<file path="config.mk">
export PLATFORM = sky130hd
export DESIGN_NAME = fp_matvec_seq
export DESIGN_NICKNAME = d
export VERILOG_FILES = /design/src/rtl/fp_ctrl_pkg.sv /design/src/rtl/fp_mult.sv /design/src/rtl/fp_sat_add.sv /design/src/rtl/fp_matvec_seq.sv
export SDC_FILE = /design/constraint.sdc
export NUM_CORES = 1
export LEC_CHECK = 0
export BUFFER_PORTS_ARGS = -buffer_cell sky130_fd_sc_hd__buf_4
export CELL_PAD_IN_SITES_DETAIL_PLACEMENT = 0
export CELL_PAD_IN_SITES_GLOBAL_PLACEMENT = 1
export CORE_MARGIN = 2
export CORE_UTILIZATION = 54
export CTS_BUF_LIST = sky130_fd_sc_hd__clkbuf_16
export CTS_CLUSTER_DIAMETER = 150
export DETAILED_ROUTE_END_ITERATION = 12
export PLACE_DENSITY_LB_ADDON = 0.08
export SYNTH_ARGS = -nofsm -noshare
export SYNTH_HDL_FRONTEND = slang
export SYNTH_SLANG_ARGS = --single-unit
</file>
<file path="constraint.sdc">
create_clock -name clk -period 33.8 [get_ports clk]
set_input_delay 3.38 -clock clk [delete_from_list [all_inputs] [get_ports clk]]
set_output_delay 3.38 -clock clk [all_outputs]
set_load 0.03 [all_outputs]
</file>
<file path="src/rtl/fp_ctrl_pkg.sv">
// Shared types and constants for the fixed-point matrix-vector sequencer.
package fp_ctrl_pkg;

    localparam int unsigned FP_WIDTH = 16;
    localparam int unsigned FP_FRAC  = 8;

    typedef enum logic [1:0] {
        ST_IDLE = 2'd0,
        ST_MULT = 2'd1,
        ST_DONE = 2'd2
    } state_t;

    localparam logic [3:0] CFG_M00   = 4'd0;
    localparam logic [3:0] CFG_M01   = 4'd1;
    localparam logic [3:0] CFG_M02   = 4'd2;
    localparam logic [3:0] CFG_M10   = 4'd3;
    localparam logic [3:0] CFG_M11   = 4'd4;
    localparam logic [3:0] CFG_M12   = 4'd5;
    localparam logic [3:0] CFG_M20   = 4'd6;
    localparam logic [3:0] CFG_M21   = 4'd7;
    localparam logic [3:0] CFG_M22   = 4'd8;
    localparam logic [3:0] CFG_BIAS0 = 4'd9;
    localparam logic [3:0] CFG_BIAS1 = 4'd10;
    localparam logic [3:0] CFG_BIAS2 = 4'd11;

    // Fixed-point 1.0 for a given number of fraction bits.
    function automatic logic [31:0] fp_one(input int unsigned frac);
        return 32'(1) << frac;
    endfunction

endpackage

</file>
<file path="src/rtl/fp_mult.sv">
// Signed fixed-point multiplier: full product rescaled to the operand Q format, saturated.
module fp_mult #(
    parameter int unsigned fp_width = 16,
    parameter int unsigned fp_frac  = 8
) (
    input  logic signed [fp_width-1:0] a,
    input  logic signed [fp_width-1:0] b,
    output logic signed [fp_width-1:0] p
);

    localparam int unsigned PW = 2 * fp_width;

    logic signed [PW-1:0] full;
    logic signed [PW-1:0] scaled;
    logic                 fits;

    // Rescale by the fraction width and clamp when the result leaves the Q range.
    always_comb begin
        full   = PW'(a) * PW'(b);
        scaled = full >>> fp_frac;
        fits   = (&scaled[PW-1:fp_width-1]) || !(|scaled[PW-1:fp_width-1]);
        if (fits) begin
            p = scaled[fp_width-1:0];
        end else if (scaled[PW-1]) begin
            p = {1'b1, {(fp_width-1){1'b0}}};
        end else begin
            p = {1'b0, {(fp_width-1){1'b1}}};
        end
    end

endmodule

</file>
<file path="src/rtl/fp_sat_add.sv">
// Signed add at one extra bit of width, clamped back to the fp_width range.
module fp_sat_add #(
    parameter int unsigned fp_width = 16
) (
    input  logic signed [fp_width-1:0] a,
    input  logic signed [fp_width-1:0] b,
    output logic signed [fp_width-1:0] y
);

    logic signed [fp_width:0] sum;

    // Overflow shows up as disagreement between the two top bits of the widened sum.
    always_comb begin
        sum = (fp_width+1)'(a) + (fp_width+1)'(b);
        if (sum[fp_width] == sum[fp_width-1]) begin
            y = sum[fp_width-1:0];
        end else if (sum[fp_width]) begin
            y = {1'b1, {(fp_width-1){1'b0}}};
        end else begin
            y = {1'b0, {(fp_width-1){1'b1}}};
        end
    end

endmodule

</file>
<file path="src/rtl/fp_matvec_seq.sv">
// 3x3 fixed-point matrix plus bias applied to a 3-channel pixel through one shared multiplier.
module fp_matvec_seq
    import fp_ctrl_pkg::*;
#(
    parameter int unsigned fp_width = FP_WIDTH,
    parameter int unsigned fp_frac  = FP_FRAC
) (
    input  logic                clk,
    input  logic                reset,
    input  logic                cfg_we,
    input  logic [3:0]          cfg_addr,
    input  logic [fp_width-1:0] cfg_data,
    output logic                cfg_drop,
    input  logic                in_valid,
    output logic                in_ready,
    input  logic [fp_width-1:0] in_p0,
    input  logic [fp_width-1:0] in_p1,
    input  logic [fp_width-1:0] in_p2,
    output logic                out_valid,
    input  logic                out_ready,
    output logic [fp_width-1:0] out_c0,
    output logic [fp_width-1:0] out_c1,
    output logic [fp_width-1:0] out_c2,
    output logic                busy
);

    localparam logic signed [fp_width-1:0] ONE = fp_width'(fp_one(fp_frac));

    state_t                     state;
    logic signed [fp_width-1:0] coef [9];
    logic signed [fp_width-1:0] bias [3];
    logic signed [fp_width-1:0] pix  [3];
    logic signed [fp_width-1:0] acc  [3];
    logic [1:0]                 row;
    logic [1:0]                 col;

    logic signed [fp_width-1:0] coef_sel;
    logic signed [fp_width-1:0] pix_sel;
    logic signed [fp_width-1:0] acc_sel;
    logic signed [fp_width-1:0] product;
    logic signed [fp_width-1:0] acc_next;
    logic                       cfg_hit;

    // Operand selection for the current (row, col) step.
    always_comb begin
        coef_sel = coef[4'(row) * 4'd3 + 4'(col)];
        pix_sel  = pix[col];
        acc_sel  = acc[row];
        cfg_hit  = cfg_we && (cfg_addr <= CFG_BIAS2);
        in_ready = (state == ST_IDLE) && !cfg_we;
    end

    fp_mult #(
        .fp_width (fp_width),
        .fp_frac  (fp_frac)
    ) u_mult (
        .a (coef_sel),
        .b (pix_sel),
        .p (product)
    );

    fp_sat_add #(
        .fp_width (fp_width)
    ) u_add (
        .a (acc_sel),
        .b (product),
        .y (acc_next)
    );

    assign out_c0 = acc[0];
    assign out_c1 = acc[1];
    assign out_c2 = acc[2];

    // Sequencer, coefficient storage and handshake state.
    always_ff @(posedge clk or posedge reset) begin
        if (reset) begin
            state     <= ST_IDLE;
            row       <= '0;
            col       <= '0;
            out_valid <= 1'b0;
            cfg_drop  <= 1'b0;
            busy      <= 1'b0;
            for (int i = 0; i < 9; i++) begin
                coef[i] <= (i % 4 == 0) ? ONE : '0;
            end
            for (int i = 0; i < 3; i++) begin
                bias[i] <= '0;
                pix[i]  <= '0;
                acc[i]  <= '0;
            end
        end else begin
            cfg_drop <= 1'b0;
            if (cfg_hit) begin
                if (state == ST_IDLE) begin
                    if (cfg_addr <= CFG_M22) begin
                        coef[cfg_addr] <= cfg_data;
                    end else begin
                        bias[2'(cfg_addr - CFG_BIAS0)] <= cfg_data;
                    end
                end else begin
                    cfg_drop <= 1'b1;
                end
            end

            case (state)
                ST_IDLE: begin
                    if (in_valid && in_ready) begin
                        pix[0] <= in_p0;
                        pix[1] <= in_p1;
                        pix[2] <= in_p2;
                        for (int i = 0; i < 3; i++) begin
                            acc[i] <= bias[i];
                        end
                        row   <= '0;
                        col   <= '0;
                        state <= ST_MULT;
                        busy  <= 1'b1;
                    end
                end
                ST_MULT: begin
                    acc[row] <= acc_next;
                    if (col == 2'd2) begin
                        col <= '0;
                        if (row == 2'd2) begin
                            state     <= ST_DONE;
                            out_valid <= 1'b1;
                        end else begin
                            row <= row + 2'd1;
                        end
                    end else begin
                        col <= col + 2'd1;
                    end
                end
                ST_DONE: begin
                    if (out_ready) begin
                        state     <= ST_IDLE;
                        out_valid <= 1'b0;
                        busy      <= 1'b0;
                    end
                end
                default: begin
                    state     <= ST_IDLE;
                    out_valid <= 1'b0;
                    busy      <= 1'b0;
                end
            endcase
        end
    end

endmodule

</file>
==> results.sh, run 1 <==
export IMPL_outcome="finished, final reports clean"
export IMPL_worstReg2RegEnd="out_c1[12]"
export IMPL_ctsRootBufferMaster="clkbuf_16"
export IMPL_die_area_um2=46900
export IMPL_start_util_pct=54.9
export IMPL_synth_enable_flop_cells=0
export IMPL_setup_viol=0
export IMPL_io_buffers=124
export IMPL_postCtsHoldBufs=0
export IMPL_fp_dieH_um=217
export IMPL_reg2reg_from="col[1]"
export IMPL_pin_count=125
export IMPL_cts_resized=0
export IMPL_antenna_cells=0
export IMPL_critPathMaxFanout=37
export IMPL_syn_to_final_growth_pct=10.1
export IMPL_layout_common_cells="347 x nand2_1, 318 x inv_1, 293 x dfrtp_1"
export IMPL_grt_pass1_vias=18500
export IMPL_critPathCapture="out_c1[12]"
export IMPL_relSlewSlack_pct=24.2
export IMPL_synth_area_um2=24400
export IMPL_skew_ns=0.0229
export IMPL_synth_area_top_cells="dfrtp_1 30%, fa_1 22%, mux2_2 8.9%, nand2_1 5.4%, ha_1 5.2%"
export IMPL_critPathKind="register to register"
export IMPL_dr_pass1_iters=6
export IMPL_finalCritPeriodShare_pct=42.3
export IMPL_vias=17700
export IMPL_grt_overflow=0
export IMPL_period_minus_slack_ns=14.30
export IMPL_numClockSinks=297
export IMPL_synth_top_cell_by_area="dfrtp_1"
export IMPL_wire_per_inst_um=21.4
export IMPL_clk_pin_slew_ns=0.06
export IMPL_cap_viol_max_count=0
export IMPL_synthFlopType="dfrtp_1"
export IMPL_yosys_warnings=0
export IMPL_routed_wl_mm=65.3
export IMPL_tritoncts="yes"
export IMPL_ys_seq_area_share_pct=30.5
export IMPL_clockBufferDepth=3
export IMPL_fillers=3760
export IMPL_worstPathArrival_ns=14.74
export IMPL_cp_start_kind="register"
export IMPL_cpMaxStageDelayCell="fa_1"
export IMPL_coreArea_um2=44400
export IMPL_drive_above_1_share_pct=18.7
export IMPL_layout_commonest_cell="nand2_1"
export IMPL_critPathMostFrequentCell="fa_1"
export IMPL_cts_htree_levels=2
export IMPL_grt_max_degree=187
export IMPL_worstMarginPinSlew_ns=1.13
export IMPL_synth_nets=2806
export IMPL_fin_setup_tns_ns=0
export IMPL_hold_class="register to register"
export IMPL_drt_iter0_drc=1296
export IMPL_reg2reg_slack_ns=19.50
export IMPL_via_per_inst=5.79
export IMPL_crit_path_start="col[1]"
export IMPL_syn_avg_cell_area_um2=10.3
export IMPL_numCtsBuffers=34
export IMPL_rsz0062_at_grt="false"
export IMPL_worstPathRequired_ns=34.24
export IMPL_die_w_um=217
export IMPL_dp_hpwl_mm=50.2
export IMPL_max_freq_mhz=69.9
export IMPL_clock_latency_ns=0.54
export IMPL_r2r_cells=42
export IMPL_synthCells=2368
export IMPL_postRouteAntennaNets=0
export IMPL_hold_violations=0
export IMPL_post_cts_setup_buffer_count=0
export IMPL_async_reset_ff_share_pct=100
export IMPL_cpPeakStageDelay_ns=0.95
export IMPL_grt_pass1_wl_mm=103
export IMPL_fin_nets=2874
export IMPL_slew_viol_final=0
export IMPL_grtUsageTotal_pct=28.6
export IMPL_place_congestion=0.933
export IMPL_ys_ff_latch=297
export IMPL_end_kind="register"
export IMPL_route_detailed_drc=0
export IMPL_rows=77
export IMPL_antenna_found_initial=0
export IMPL_synth_top_area_share_pct=30.2
export IMPL_yosysUniqueCellTypes=77
## synth_stat cells, types with 3 or more instances
library cell / instances
a21o_1: 38
mux2_2: 193
nor2b_1: 15
o21a_1: 16
o21bai_1: 6
nor2_1: 140
clkbuf_1: 103
fa_1: 264
dfstp_2: 3
and3_1: 8
inv_1: 310
a211oi_1: 8
or2_2: 3
nand2_1: 348
and2_1: 25
or3_1: 6
dfrtp_1: 294
a31oi_1: 12
o211ai_1: 12
a21boi_0: 4
a22o_1: 3
ha_1: 101
o22a_1: 7
o22ai_1: 41
o21ai_0: 63
xor2_1: 9
xnor2_1: 29
nor3_1: 14
mux2i_1: 52
a22oi_1: 33
nand2b_1: 22
mux4_2: 30
nand4_1: 5
a21oi_1: 59
nand3_1: 14
a2111oi_0: 3
o211a_1: 3
buf_1: 9
o21ai_1: 13
buf_6: 4
## worst max-delay path, delay by kind of cell (launching register included)
family	cells	cell delay (ns)
flip-flops	1	0.72
adder cells (fa/ha/maj)	12	5.92
buffers and inverters	6	0.33
AND/OR/NAND/NOR	7	1.93
AO/OA/AOI/OAI	17	5.23
## registers in the layout, indices dropped and copies added (netlist names), 16 cells and up
register / cells
coef: 144
out_c0: 16
out_c1: 16
pix: 48
out_c2: 16
bias: 48
## area by class of cell
| type | instances | area [µm²] | area share (%) |
|---|---|---|---|
| clock buffers | 34 | 851 | 3.17 |
| clock inverters | 25 | 160 | 0.596 |
| inverters | 310 | 1170 | 4.36 |
| multi-input cells | 1641 | 15300 | 57.1 |
| flip-flops and latches | 297 | 7440 | 27.7 |
| well taps | 592 | 741 | 2.76 |
| repair buffers | 152 | 1150 | 4.30 |
## metal layers
metal  wire [µm]  GRT usage (%)  vias to the layer above
met5           0              0                        -
met4        1770           8.38                        0
met3        3480           3.96                       89
met2       32800           49.0                      498
met1       27200           38.2                     9157
li1            -              -                     7930
## stage by stage
step           cell area (µm²)  std cells  utilization [%]  hold WS, ns  setup slack (ns)
3_3_place_gp             25800       2992             58.2        0.457             20.11
2_1_floorplan            24400       2368                -        0.445             22.18
4_1_cts                  26900       3051             60.5        0.475             19.68
3_5_place_dp             25800       2992             58.2        0.461             19.77
6_report                 26900       3051             60.5        0.471             19.50
5_1_grt                  26900       3051             60.5        0.493             18.46
## cells by family after synthesis
logic type | Yosys count | synth area share (%)
flops | 297 | 30.5
mux | 275 | 13.8
buf+inv | 430 | 6.78
fa+ha+maj | 365 | 26.9
simple gates | 614 | 10.8
xor+xnor | 41 | 1.61
compound gates | 346 | 9.63
## worst min-delay path by stage
stage	start	endpoint	slack (ns)	cells after the start
finish	pix[38]	pix[38]	0.47	2
global route	pix[38]	pix[38]	0.49	2
CTS	pix[33]	pix[33]	0.48	2
detailed placement	pix[33]	pix[33]	0.46	2
global placement	pix[42]	pix[42]	0.46	2
floorplan	pix[32]	pix[32]	0.44	2
Power of run 1 is not shown: default switching activity piles up to over one toggle a cycle in this logic, so the estimate is an artifact.
==> run 2: changes to the inputs <==
--- a/config.mk
+++ b/config.mk
@@ -9,7 +9,7 @@
 export CELL_PAD_IN_SITES_DETAIL_PLACEMENT = 0
 export CELL_PAD_IN_SITES_GLOBAL_PLACEMENT = 1
 export CORE_MARGIN = 2
-export CORE_UTILIZATION = 54
+export CORE_UTILIZATION = 46
 export CTS_BUF_LIST = sky130_fd_sc_hd__clkbuf_16
 export CTS_CLUSTER_DIAMETER = 150
 export DETAILED_ROUTE_END_ITERATION = 12
==> constraint.sdc (replaced) <==
create_clock -name clk -period 11.5 [get_ports clk]
set_input_delay 1.15 -clock clk [delete_from_list [all_inputs] [get_ports clk]]
set_output_delay 1.15 -clock clk [all_outputs]
set_load 0.03 [all_outputs]
==> results.sh, run 2 (synthesis gave the netlist of run 1 again) <==
export IMPL_cap_viol_max_count=0
export IMPL_grt_max_degree=189
export IMPL_numCtsBuffers=35
export IMPL_numClockSinks=297
export IMPL_io_buffers=124
export IMPL_critPathMostFrequentCell="fa_1"
export IMPL_hold_violations=0
export IMPL_die_w_um=234
export IMPL_critPathKind="register to register"
export IMPL_grtUsageTotal_pct=26.5
export IMPL_worstPathRequired_ns=11.97
export IMPL_setup_viol=0
export IMPL_largest_register="coef"
export IMPL_worstPathArrival_ns=11.38
export IMPL_pin_count=125
export IMPL_largest_register_ffs=144
export IMPL_hold_path_endpoint="pix[37]"
export IMPL_relSlewSlack_pct=28.1
export IMPL_cpPeakStageDelay_ns=0.62
export IMPL_reg2reg_slack_ns=0.59
export IMPL_antenna_cells=0
export IMPL_skew_ns=0.0342
export IMPL_grt_pass1_vias=18700
export IMPL_outcome="finished, final reports clean"
export IMPL_critPathMaxFanout=8
export IMPL_dp_hpwl_mm=55.0
export IMPL_route_detailed_drc=0
export IMPL_clk_pin_slew_ns=0.06
export IMPL_wl_met1_mm=29.9
export IMPL_start_util_pct=46.5
export IMPL_drt_iter0_drc=1087
export IMPL_clock_latency_ns=0.57
export IMPL_fin_nets=2965
export IMPL_final_util_pct=53.3
export IMPL_end_kind="register"
export IMPL_grt_pass1_wl_mm=109
export IMPL_rows=84
export IMPL_coreArea_um2=52400
export IMPL_postRouteAntennaNets=0
export IMPL_syn_to_final_growth_pct=14.7
export IMPL_drive_above_1_share_pct=23.2
export IMPL_dr_max_layer_used="met4"
export IMPL_placed_cells=3169
export IMPL_r2r_cells=42
export IMPL_worstReg2RegEnd="out_c0[0]"
export IMPL_antenna_found_initial=0
export IMPL_crit_path_start="row[1]"
export IMPL_dr_pass1_iters=4
export IMPL_reg_top3="coef x144, bias x48, pix x48"
export IMPL_hold_class="register to register"
export IMPL_routed_wl_mm=70.6
export IMPL_route_met2_wl_mm=36.1
export IMPL_finalCritPeriodShare_pct=94.9
export IMPL_tritoncts="yes"
export IMPL_vias=17900
export IMPL_cpMaxStageDelayCell="fa_2"
export IMPL_fillers=4768
export IMPL_layout_common_cells="346 x nand2_1, 314 x inv_1, 293 x dfrtp_1"
export IMPL_place_congestion=0.951
export IMPL_fin_setup_tns_ns=0
export IMPL_clockBufferDepth=3
export IMPL_cts_htree_levels=2
export IMPL_via_per_inst=5.52
export IMPL_die_area_um2=54900
export IMPL_holdCritStartpoint="pix[37]"
export IMPL_fp_dieH_um=234
export IMPL_reg2reg_from="row[1]"
export IMPL_hold_path_depth=2
export IMPL_wire_per_inst_um=21.8
export IMPL_period_minus_slack_ns=10.91
export IMPL_ctsRootBufferMaster="clkbuf_16"
export IMPL_dr_wl_met3_mm=2.45
export IMPL_max_freq_mhz=91.6
export IMPL_grt_overflow=0
export IMPL_final_cells=3240
export IMPL_slew_viol_final=0
export IMPL_layout_commonest_cell="nand2_1"
export IMPL_worstMarginPinSlew_ns=1.08
export IMPL_cp_start_kind="register"
export IMPL_postCtsHoldBufs=0
==> run 2: changes by cell type in the layout (fill, tap and decap cells not counted), sizes merged <==
cell      before  now
buf          152  242
clkbuf        34   35
clkinvlp       0    1
clkinv        11   18
inv          323  317
==> run 2: worst max path at each step <==
stage | end | depth (start not counted)
after floorplan | out_c1[1] | 44
after global placement | out_c0[0] | 41
after detailed placement | out_c0[0] | 41
after CTS | out_c0[0] | 43
after global routing | out_c1[0] | 43
final | out_c0[0] | 42
==> run 2: timing repair <==
item,4_1_cts,5_1_grt
setup buffers,0,9
setup endpoints to repair,29,48
pin swaps,0,8
resized for setup,7,59
==> run 2: metrics by stage <==
stage	hold WS [ns]	setup WS [ns]	area, µm²
after floorplan	0.445	0.0750	24400
after global placement	0.458	0.0413	26600
after detailed placement	0.462	-0.192	26600
after CTS	0.476	0.0146	27700
after global routing	0.496	-0.00498	28000
final	0.469	0.586	28000
==> run 2: layer usage <==
layer | global-route usage, % | vias up
met4 | 8.13 | 0
met2 | 46.2 | 354
met5 | 0 | -
li1 | - | 8111
met3 | 2.63 | 91
met1 | 35.0 | 9327
==> run 2: final cells by class <==
cell class,instances,area [µm²],share of cell area [%]
multi-input cells,1641,15500,55.5
flip-flops and latches,297,7440,26.6
repair buffers,242,1910,6.84
inverters,310,1170,4.19
clock buffers,35,876,3.13
well taps,688,861,3.08
clock inverters,27,204,0.729
==> run 2: critical path, delay by kind of cell (launching register included) <==
| family | cells | cell delay, ns |
|---|---|---|
| muxes | 2 | 0.37 |
| buffers and inverters | 9 | 0.93 |
| AOI/OAI and AO/OA | 13 | 2.85 |
| xor gates and xnor gates | 1 | 0.24 |
| DFF | 1 | 0.43 |
| adders and majority gates | 12 | 5.28 |
| and+or+nand+nor | 5 | 0.70 |
Power of run 2 is left out for the same reason.
